File: src/rtl/dmem_arb_pkg.sv
// Shared types and default sizing for the data-RAM arbiter.
// The owner encoding is used by both the round-robin core and the top level.
package dmem_arb_pkg;

  localparam int DEF_AW        = 10;
  localparam int DEF_DW        = 32;
  localparam int DEF_MAX_BURST = 4;

  typedef enum logic [1:0] {
    OWN_NONE = 2'd0,
    OWN_CPU  = 2'd1,
    OWN_EXT  = 2'd2
  } owner_e;

endpackage

File: src/rtl/dmem_arbiter_rr2.sv
// Two-way round-robin core: current owner, burst count and requests in,
// next owner and next burst count out. Purely combinational.
module arb_rr2
  import dmem_arb_pkg::*;
#(
  parameter int MAX_BURST = DEF_MAX_BURST,
  parameter int CW        = $clog2(MAX_BURST + 1)
) (
  input  owner_e        owner_i,
  input  logic [CW-1:0] cnt_i,
  input  logic          cpu_req_i,
  input  logic          ext_req_i,
  output owner_e        owner_o,
  output logic [CW-1:0] cnt_o
);

  localparam logic [CW-1:0] CNT_MAX = CW'(MAX_BURST);
  localparam logic [CW-1:0] CNT_ONE = CW'(1);

  logic [CW-1:0] cntInc;
  logic          burstOpen;

  // The counter saturates so a lone requester can hold the RAM indefinitely.
  assign cntInc    = (cnt_i == CNT_MAX) ? cnt_i : cnt_i + CNT_ONE;
  assign burstOpen = (cnt_i < CNT_MAX);

  always_comb begin
    owner_o = OWN_NONE;
    cnt_o   = '0;
    case (owner_i)
      OWN_CPU: begin
        if (cpu_req_i && (!ext_req_i || burstOpen)) begin
          owner_o = OWN_CPU;
          cnt_o   = cntInc;
        end else if (ext_req_i) begin
          owner_o = OWN_EXT;
          cnt_o   = CNT_ONE;
        end
      end
      OWN_EXT: begin
        if (ext_req_i && (!cpu_req_i || burstOpen)) begin
          owner_o = OWN_EXT;
          cnt_o   = cntInc;
        end else if (cpu_req_i) begin
          owner_o = OWN_CPU;
          cnt_o   = CNT_ONE;
        end
      end
      default: begin
        // From idle the CPU wins a simultaneous request.
        if (cpu_req_i) begin
          owner_o = OWN_CPU;
          cnt_o   = CNT_ONE;
        end else if (ext_req_i) begin
          owner_o = OWN_EXT;
          cnt_o   = CNT_ONE;
        end
      end
    endcase
  end

endmodule

File: src/rtl/dmem_arbiter.sv
// Shares the single-port data RAM between the CPU and an external requester,
// muxing the RAM port and steering the one-cycle-late read data back.
module dmem_arbiter
  import dmem_arb_pkg::*;
#(
  parameter int AW        = DEF_AW,
  parameter int DW        = DEF_DW,
  parameter int MAX_BURST = DEF_MAX_BURST
) (
  input  logic          clk,
  input  logic          rst,
  input  logic          cpu_req,
  input  logic          cpu_we,
  input  logic [AW-1:0] cpu_addr,
  input  logic [DW-1:0] cpu_wdata,
  output logic          cpu_gnt,
  output logic          cpu_stall,
  output logic          cpu_rvalid,
  output logic [DW-1:0] cpu_rdata,
  input  logic          ext_req,
  input  logic          ext_we,
  input  logic [AW-1:0] ext_addr,
  input  logic [DW-1:0] ext_wdata,
  output logic          ext_gnt,
  output logic          ext_rvalid,
  output logic [DW-1:0] ext_rdata,
  output logic [AW-1:0] ram_addr,
  output logic [DW-1:0] ram_wdata,
  output logic          ram_we,
  input  logic [DW-1:0] ram_rdata
);

  localparam int CW = $clog2(MAX_BURST + 1);

  owner_e        owner_q, owner_d;
  logic [CW-1:0] cnt_q, cnt_d;
  logic          rdCpu_q, rdCpu_d;
  logic          rdExt_q, rdExt_d;

  arb_rr2 #(
    .MAX_BURST (MAX_BURST),
    .CW        (CW)
  ) u_rr2 (
    .owner_i   (owner_q),
    .cnt_i     (cnt_q),
    .cpu_req_i (cpu_req),
    .ext_req_i (ext_req),
    .owner_o   (owner_d),
    .cnt_o     (cnt_d)
  );

  // Grants are masked while reset is held so nothing reaches the RAM.
  assign cpu_gnt   = rst && (owner_d == OWN_CPU);
  assign ext_gnt   = rst && (owner_d == OWN_EXT);
  assign cpu_stall = cpu_req && !cpu_gnt;

  always_comb begin
    ram_addr  = '0;
    ram_wdata = '0;
    ram_we    = 1'b0;
    if (cpu_gnt) begin
      ram_addr  = cpu_addr;
      ram_wdata = cpu_wdata;
      ram_we    = cpu_we;
    end else if (ext_gnt) begin
      ram_addr  = ext_addr;
      ram_wdata = ext_wdata;
      ram_we    = ext_we;
    end
  end

  assign rdCpu_d = cpu_gnt && !cpu_we;
  assign rdExt_d = ext_gnt && !ext_we;

  always_ff @(posedge clk or negedge rst) begin
    if (!rst) begin
      owner_q <= OWN_NONE;
      cnt_q   <= '0;
      rdCpu_q <= 1'b0;
      rdExt_q <= 1'b0;
    end else begin
      owner_q <= owner_d;
      cnt_q   <= cnt_d;
      rdCpu_q <= rdCpu_d;
      rdExt_q <= rdExt_d;
    end
  end

  // Read tags line up with the RAM's one-cycle read latency.
  assign cpu_rvalid = rdCpu_q;
  assign ext_rvalid = rdExt_q;
  assign cpu_rdata  = rdCpu_q ? ram_rdata : '0;
  assign ext_rdata  = rdExt_q ? ram_rdata : '0;

endmodule

File: config.mk
export PLATFORM = sky130hd
export DESIGN_NAME = dmem_arbiter
export DESIGN_NICKNAME = d
export VERILOG_FILES = /design/src/rtl/dmem_arb_pkg.sv /design/src/rtl/dmem_arbiter_rr2.sv /design/src/rtl/dmem_arbiter.sv
export SDC_FILE = /design/constraint.sdc
export NUM_CORES = 1
export LEC_CHECK = 0
export CORE_AREA = 2 2 91 93
export CTS_BUF_LIST = sky130_fd_sc_hd__clkbuf_8
export DETAILED_ROUTE_END_ITERATION = 8
export DIE_AREA = 0 0 93 95
export GPL_ROUTABILITY_DRIVEN = 0
export PLACE_DENSITY = 0.83
export SYNTH_ARGS = -nofsm -noshare
export SYNTH_HDL_FRONTEND = slang
export SYNTH_SLANG_ARGS = --single-unit
File: constraint.sdc
create_clock -name clk -period 3 [get_ports clk]
set_input_delay 0.45 -clock clk [delete_from_list [all_inputs] [get_ports clk]]
set_output_delay 0.45 -clock clk [all_outputs]
set_load 0.05 [all_outputs]
==> flow_summary.ini, run 1 <==
[run_status]
status = complete, but fails checks
violations = setup timing

[yosys]
synth_cell_types = 31
ys.flop_type = dfrtp_1
synth_async_sr_flop_share = 1.00
yosysSeqAreaShare = 0.0951
syn_avg_cell_area_um2 = 6.90
synth_area_um2 = 1840
ys_ff_latch = 7
synth-edff-count = 0
synth_nets = 393
syn_inst = 267
yosys_warnings = 0

[layout]
drive_above_1_share = 0.273
fillers = 595
final_area_um2 = 5490
mostFrequentLayoutCells = 185 x clkdlybuf4s50_1, 89 x nand2_1, 65 x and2_1
final_core_util = 0.692
final_cells = 619
area_growth_pct = 198
nNetsFinal = 640
final_common_cell = clkdlybuf4s50_1

[timing]
maxSlewHeadroom = 0.513
hold_ws_ns = 0.658
rsz0062_at_grt = yes
finalClockSkew_ns = 0.00160
setup_violations = 33
hold_violations = 0
post-route-period-util = 1.02
setup_slack_ns = -0.0623
setup_tns_ns = -1.19
finalMaxSlewViolations = 0
fin_crit_ns = 3.06
worst_pin_slew_ns = 0.731
max_freq_mhz = 327

[critical_path]
rrSetupSlack_ns = 0.80
crit_path_max_fanout = 5
crit_required_ns = 2.55
worst_r2r_endpoint = ext_rvalid$_DFF_PN0_
path_cells = inv_2 > ha_4 > or4b_4 > o311a_4 > or3_4 > clkbuf_16 > o22ai_4 > buf_12
max_stage_delay_ns = 0.49
critical_path_class = reg -> out
end_kind = output pin
worst_setup_path_start_kind = flip-flop
critPathSlowestCell = or4b_4
r2r-start = owner_q[0]$_DFF_PN0_
crit_family = simple AND/OR/NAND/NOR gates
cp.buffers_inverters = 3
arrival_ns = 2.61
reg2reg_depth = 7

[global_route]
grt_pass1_wl_mm = 14.2
grt_max_degree = 42
antenna_found_initial = 1
overflow = 0
first_global_vias = 2912
grt.total_usage = 0.200

[hold_path]
min_path_cells = 2
hold_path_class = reg -> reg
hold_end = cnt_q[1]$_DFF_PN0_
min-delay-start = cnt_q[1]$_DFF_PN0_

[floorplan]
die_x_um = 93
initial_utilization = 0.232
ios = 234
dieArea_um2 = 8840
core-area_um2 = 7930
fp.dieH_um = 95
fp-row-count = 33

[clock_network]
hold_buffers = 0
clk_pin_slew_ns = 0.04
clock_latency_ns = 0.23
h-tree-depth = 1
cts.sinks = 7
cts_made_buffers = 3
cts_tree = built
cts-root-buf = clkbuf_8
clock_path_buffers = 2

[detailed_routing]
vias = 2923
drt_wl_total_mm = 10.5
drt_iter0_markers = 65
postRouteAntennaNets = 0
first_pass_iters = 4
viasPerCell = 4.72
post_drt_wl_per_cell_um = 17.0
drc = 0

[power]
pwr-share-seq = 0.050
p_sw_mw = 1.66
total_power_mw = 3.24
p_comb_frac = 0.910
powerDensity_nw_per_um2 = 590
power.share.switching = 0.514
p_int_mw = 1.57
p_clk_frac = 0.041
p_leak_nw = 2.03
vdd_drop_max_mv = 0.423

[placed_design]
place_area_um2 = 4810
io_buffer_count = 233
place_ws_ns = -0.253
place_hpwl_mm = 7.63
dp.cells = 603

[job]
maxCapViolations = 0
==> flip-flops by register name (all words and copies together) (netlist names) <==
name,flops
cnt_q,3
owner_q,2
ext_rvalid,1
cpu_rvalid,1
==> kinds of logic after synthesis <==
family	after synthesis	share of synthesized area
compound gates	55	0.325
fa+ha+maj	4	0.0272
buf+inv	31	0.0985
flops	7	0.0951
mux	1	0.00543
simple gates	169	0.449
==> worst max-delay path by stage <==
stage / depth (start not counted) / startpoint / endpoint
after floorplan: 7 / owner_q[0]$_DFF_PN0_ / ram_addr[9]
after global placement: 7 / ext_req / ram_wdata[31]
after detailed placement: 7 / ext_req / ram_wdata[31]
after CTS: 8 / owner_q[0]$_DFF_PN0_ / ram_wdata[14]
after global routing: 8 / owner_q[0]$_DFF_PN0_ / ram_wdata[22]
final: 8 / owner_q[0]$_DFF_PN0_ / ram_wdata[22]
==> power groups by stage <==
| stage | clock [mW] | sequential, mW | combinational [mW] |
|---|---|---|---|
| floorplan | 0 | 0.144 | 1.28 |
| global placement | 0 | 0.150 | 2.32 |
| detailed placement | 0 | 0.156 | 2.37 |
| CTS | 0.132 | 0.155 | 2.64 |
| global route | 0.137 | 0.168 | 3.05 |
| finish | 0.132 | 0.161 | 2.94 |
==> timing repair <==
| action | 4_1_cts | 5_1_grt |
|---|---|---|
| pin swaps | 12 | 32 |
| gates cloned | 1 | 7 |
| gates resized for setup | 43 | 22 |
| setup buffers | 0 | 3 |
| endpoints found under the setup margin | 44 | 44 |
==> worst min-delay path, delay by kind of cell (launching register included) <==
kind | cells | cell delay [ns]
DFF | 1 | 0.40
muxes | 1 | 0.15
and+or+nand+nor | 1 | 0.07
==> area by class of cell <==
| class | count | area (um2) | share of cell area |
|---|---|---|---|
| multi-input combinational | 230 | 1920 | 0.349 |
| timing repair buffer | 267 | 3200 | 0.583 |
| tap | 105 | 131 | 0.0240 |
| sequential | 7 | 175 | 0.0319 |
| inverter | 5 | 18.8 | 0.00342 |
| clock inverter | 1 | 3.75 | 0.000684 |
| antenna | 1 | 2.50 | 0.000456 |
| clock buffer | 3 | 41.3 | 0.00753 |
==> synth_stat cells, types with 2 or more instances <==
cell type	number	area, um2
buf_8	4	60.1
buf_2	4	20.0
nor2_1	5	18.8
a21oi_1	2	10.0
ha_1	4	50.1
nor3_1	3	15.0
o22ai_1	5	31.3
a21boi_0	2	15.0
dfrtp_1	7	175
inv_1	5	18.8
o22ai_2	38	475
nand2_1	89	334
and2_1	65	407
buf_6	2	22.5
clkbuf_1	16	60.1
==> layer usage <==
metal | share of wire | up-vias | GRT usage
met5 | 0 | - | 0
met2 | 0.57 | 165 | 0.400
met1 | 0.31 | 1348 | 0.197
met3 | 0.097 | 18 | 0.0694
li1 | - | 1392 | -
met4 | 0.022 | 0 | 0.0453
(Power assumes the default switching activity.)
==> run 2, diff against run 1 <==
--- a/config.mk
+++ b/config.mk
@@ -5,12 +5,13 @@
 export SDC_FILE = /design/constraint.sdc
 export NUM_CORES = 1
 export LEC_CHECK = 0
-export CORE_AREA = 2 2 91 93
+export CORE_AREA = 2 2 90 92
 export CTS_BUF_LIST = sky130_fd_sc_hd__clkbuf_8
 export DETAILED_ROUTE_END_ITERATION = 8
-export DIE_AREA = 0 0 93 95
+export DIE_AREA = 0 0 92 94
 export GPL_ROUTABILITY_DRIVEN = 0
-export PLACE_DENSITY = 0.83
+export PLACE_DENSITY = 0.86
 export SYNTH_ARGS = -nofsm -noshare
 export SYNTH_HDL_FRONTEND = slang
+export SYNTH_HIERARCHICAL = 1
 export SYNTH_SLANG_ARGS = --single-unit
==> constraint.sdc (replaced) <==
create_clock -name clk -period 3.5 [get_ports clk]
set_input_delay 0.525 -clock clk [delete_from_list [all_inputs] [get_ports clk]]
set_output_delay 0.525 -clock clk [all_outputs]
set_load 0.05 [all_outputs]
==> flow_summary.ini, run 2 <==
[critical_path]
crit_end = ram_wdata[28]
crit_path_max_fanout = 18
worst_setup_path_start_kind = input port
critPathSlowestCell = clkdlybuf4s50_1
arrival_ns = 2.52
worst-path-stages = 7
end_kind = output pin
startpoint = cpu_req
rrSetupSlack_ns = 1.69
critical_path_class = in -> out
path_cells = clkdlybuf4s50_1 > a21oi_1 > o211a_1 > nand2b_4 > buf_4 > o22ai_2 > buf_12
reg2reg_depth = 8
worst_r2r_endpoint = ext_rvalid$_DFF_PN0_
crit_family = buffers and inverters
crit_required_ns = 2.97
max_stage_delay_ns = 0.64
cp.buffers_inverters = 3
r2r-start = owner_q[0]$_DFF_PN0_

[floorplan]
core-area_um2 = 7610
fp.dieH_um = 94
fp-row-count = 32
dieArea_um2 = 8650
initial_utilization = 0.259
die_x_um = 92
ios = 234

[timing]
finalMaxSlewViolations = 0
post-route-period-util = 0.871
worst_pin_slew_ns = 0.691
max_freq_mhz = 328
fin_crit_ns = 3.05
setup_tns_ns = 0
finalClockSkew_ns = 0.00309
setup_violations = 0
hold_ws_ns = 0.289
hold_violations = 0
maxSlewHeadroom = 0.539
rsz0062_at_grt = no

[yosys]
yosysSeqAreaShare = 0.0888
synth.top_cells.by_count = 86 x nand2_1, 64 x and2_1, 39 x o22ai_2
synth_nets = 397
yosysTopAreaCellShare = 0.247
yosysMostFrequentCell = nand2_1
synth_async_sr_flop_share = 1.00
synth-compound-area-share = 0.320
synth.area.top_cells = o22ai_2 25%, and2_1 20%, nand2_1 16%
synth-edff-count = 0
synth_simple_gate_area_frac = 0.421
synth_area_um2 = 1970
ys_ff_latch = 7
synth_top_family_by_area = simple AND/OR/NAND/NOR gates
yosys_warnings = 6
synth.area.mux_share = 0.00508
synth_xor_area_frac = 0
ys.flop_type = dfrtp_1
syn_avg_cell_area_um2 = 7.28
synth-adder-area-share = 0.0254
synth_cell_types = 34
synth_top_area_cell = o22ai_2
syn_inst = 271

[detailed_routing]
drt_wl_total_mm = 9.10
drc = 0
postRouteAntennaNets = 0
first_pass_iters = 5
viasPerCell = 4.61
drt_iter0_markers = 77
vias = 2711
post_drt_wl_per_cell_um = 15.5

[layout]
largest_reg_flops = 3
reg.largest.list = cnt_q: 3 flops, owner_q: 2 flops
area_growth_pct = 140
num_antenna_cells = 0
seqCellArea_um2 = 175
multiInputGateArea_um2 = 1520
final_common_cell = clkdlybuf4s50_1
mostFrequentLayoutCells = 186 x clkdlybuf4s50_1, 86 x nand2_1, 64 x and2_1
drive_above_1_share = 0.212
largest-register = cnt_q
fillers = 614
nNetsFinal = 613

[placed_design]
place_hpwl_mm = 7.93
io_buffer_count = 233

[global_route]
antenna_found_initial = 0
grt_pass1_wl_mm = 13.5
grt_max_degree = 37
first_global_vias = 2715
grt.total_usage = 0.195
overflow = 0

[hold_path]
hold_path_class = in -> async

[clock_network]
hold_buffers = 0
clock_path_buffers = 2
cts_resized = 0
cts-root-buf = clkbuf_8
cts_tree = built
clock_latency_ns = 0.22
h-tree-depth = 1
postCtsSetupBuffers = 0
clk_pin_slew_ns = 0.04
cts_made_buffers = 3
cts.sinks = 7

[power]
vdd_drop_max_mv = 0.200
powerDensity_nw_per_um2 = 311
p_leak_nw = 1.85

[run_status]
status = completed

[job]
maxCapViolations = 0
[run 2: cell types whose count changed after synthesis, sizes merged, moves of 2 or more]
cell    change
a21boi      -2
a21oi       +2
buf        +12
clkbuf      -9
nand2       -3
nand2b      +2
nand3b      +2
o211a       +2
[run 2: layer usage]
metal / vias to the layer above / share of wire / global-route usage
met5: - / 0 / 0
met4: 0 / 0.033 / 0.0734
met3: 24 / 0.074 / 0.0369
met2: 157 / 0.55 / 0.390
met1: 1196 / 0.34 / 0.199
li1: 1334 / - / -
[run 2: how the worst min path moves through the flow]
stage,from,endpoint,slack (ns)
global placement,rst,ext_rvalid$_DFF_PN0_,0.52
finish,rst,cnt_q[2]$_DFF_PN0_,0.29
CTS,rst,ext_rvalid$_DFF_PN0_,0.29
detailed placement,rst,ext_rvalid$_DFF_PN0_,0.53
floorplan,rst,cnt_q[0]$_DFF_PN0_,0.23
global route,rst,owner_q[1]$_DFF_PN0_,0.31
[run 2: where the power goes]
group,leakage [nW],total (mW),switching (mW),internal [mW]
sequential,0.0931,0.114,0.0188,0.0949
clock,0.0269,0.107,0.0315,0.0755
combinational,1.73,1.25,0.682,0.570
[run 2: kinds of logic (layout without fill, tap and decap cells)]
logic type,Yosys count,count (layout)
simple gates,166,166
compound gates,58,58
buf+inv,35,250
flops,7,7
fa+ha+maj,4,4
mux,1,1
[run 2: worst reg2reg max path: cells and delay by family (launching register included)]
family / cells / cell delay (ns)
AOI/OAI and AO/OA: 2 / 0.35
buffers and inverters: 2 / 0.31
adders and majority gates: 1 / 0.30
and+or+nand+nor: 2 / 0.25
DFF: 1 / 0.37
muxes: 1 / 0.12
[run 2: cell type report]
cell class | count | area share
Clock inverter | 1 | 0.000793
Timing Repair Buffer | 240 | 0.600
Sequential cell | 7 | 0.0370
Multi-Input combinational cell | 229 | 0.322
Tap cell | 102 | 0.0270
Inverter | 6 | 0.00476
Clock buffer | 3 | 0.00872
[run 2: per-stage QoR]
step | setup slack [ns] | power [mW] | instances | instance area, um2 | utilization
finish | 0.452 | 1.47 | 588 | 4730 | 0.622
floorplan | 0.704 | 0.860 | 271 | 1970 | -
CTS | 0.439 | 1.48 | 588 | 4730 | 0.622
global placement | 0.514 | 1.34 | 584 | 4690 | 0.616
detailed placement | 0.435 | 1.37 | 584 | 4690 | 0.616
global route | 0.336 | 1.54 | 588 | 4730 | 0.622
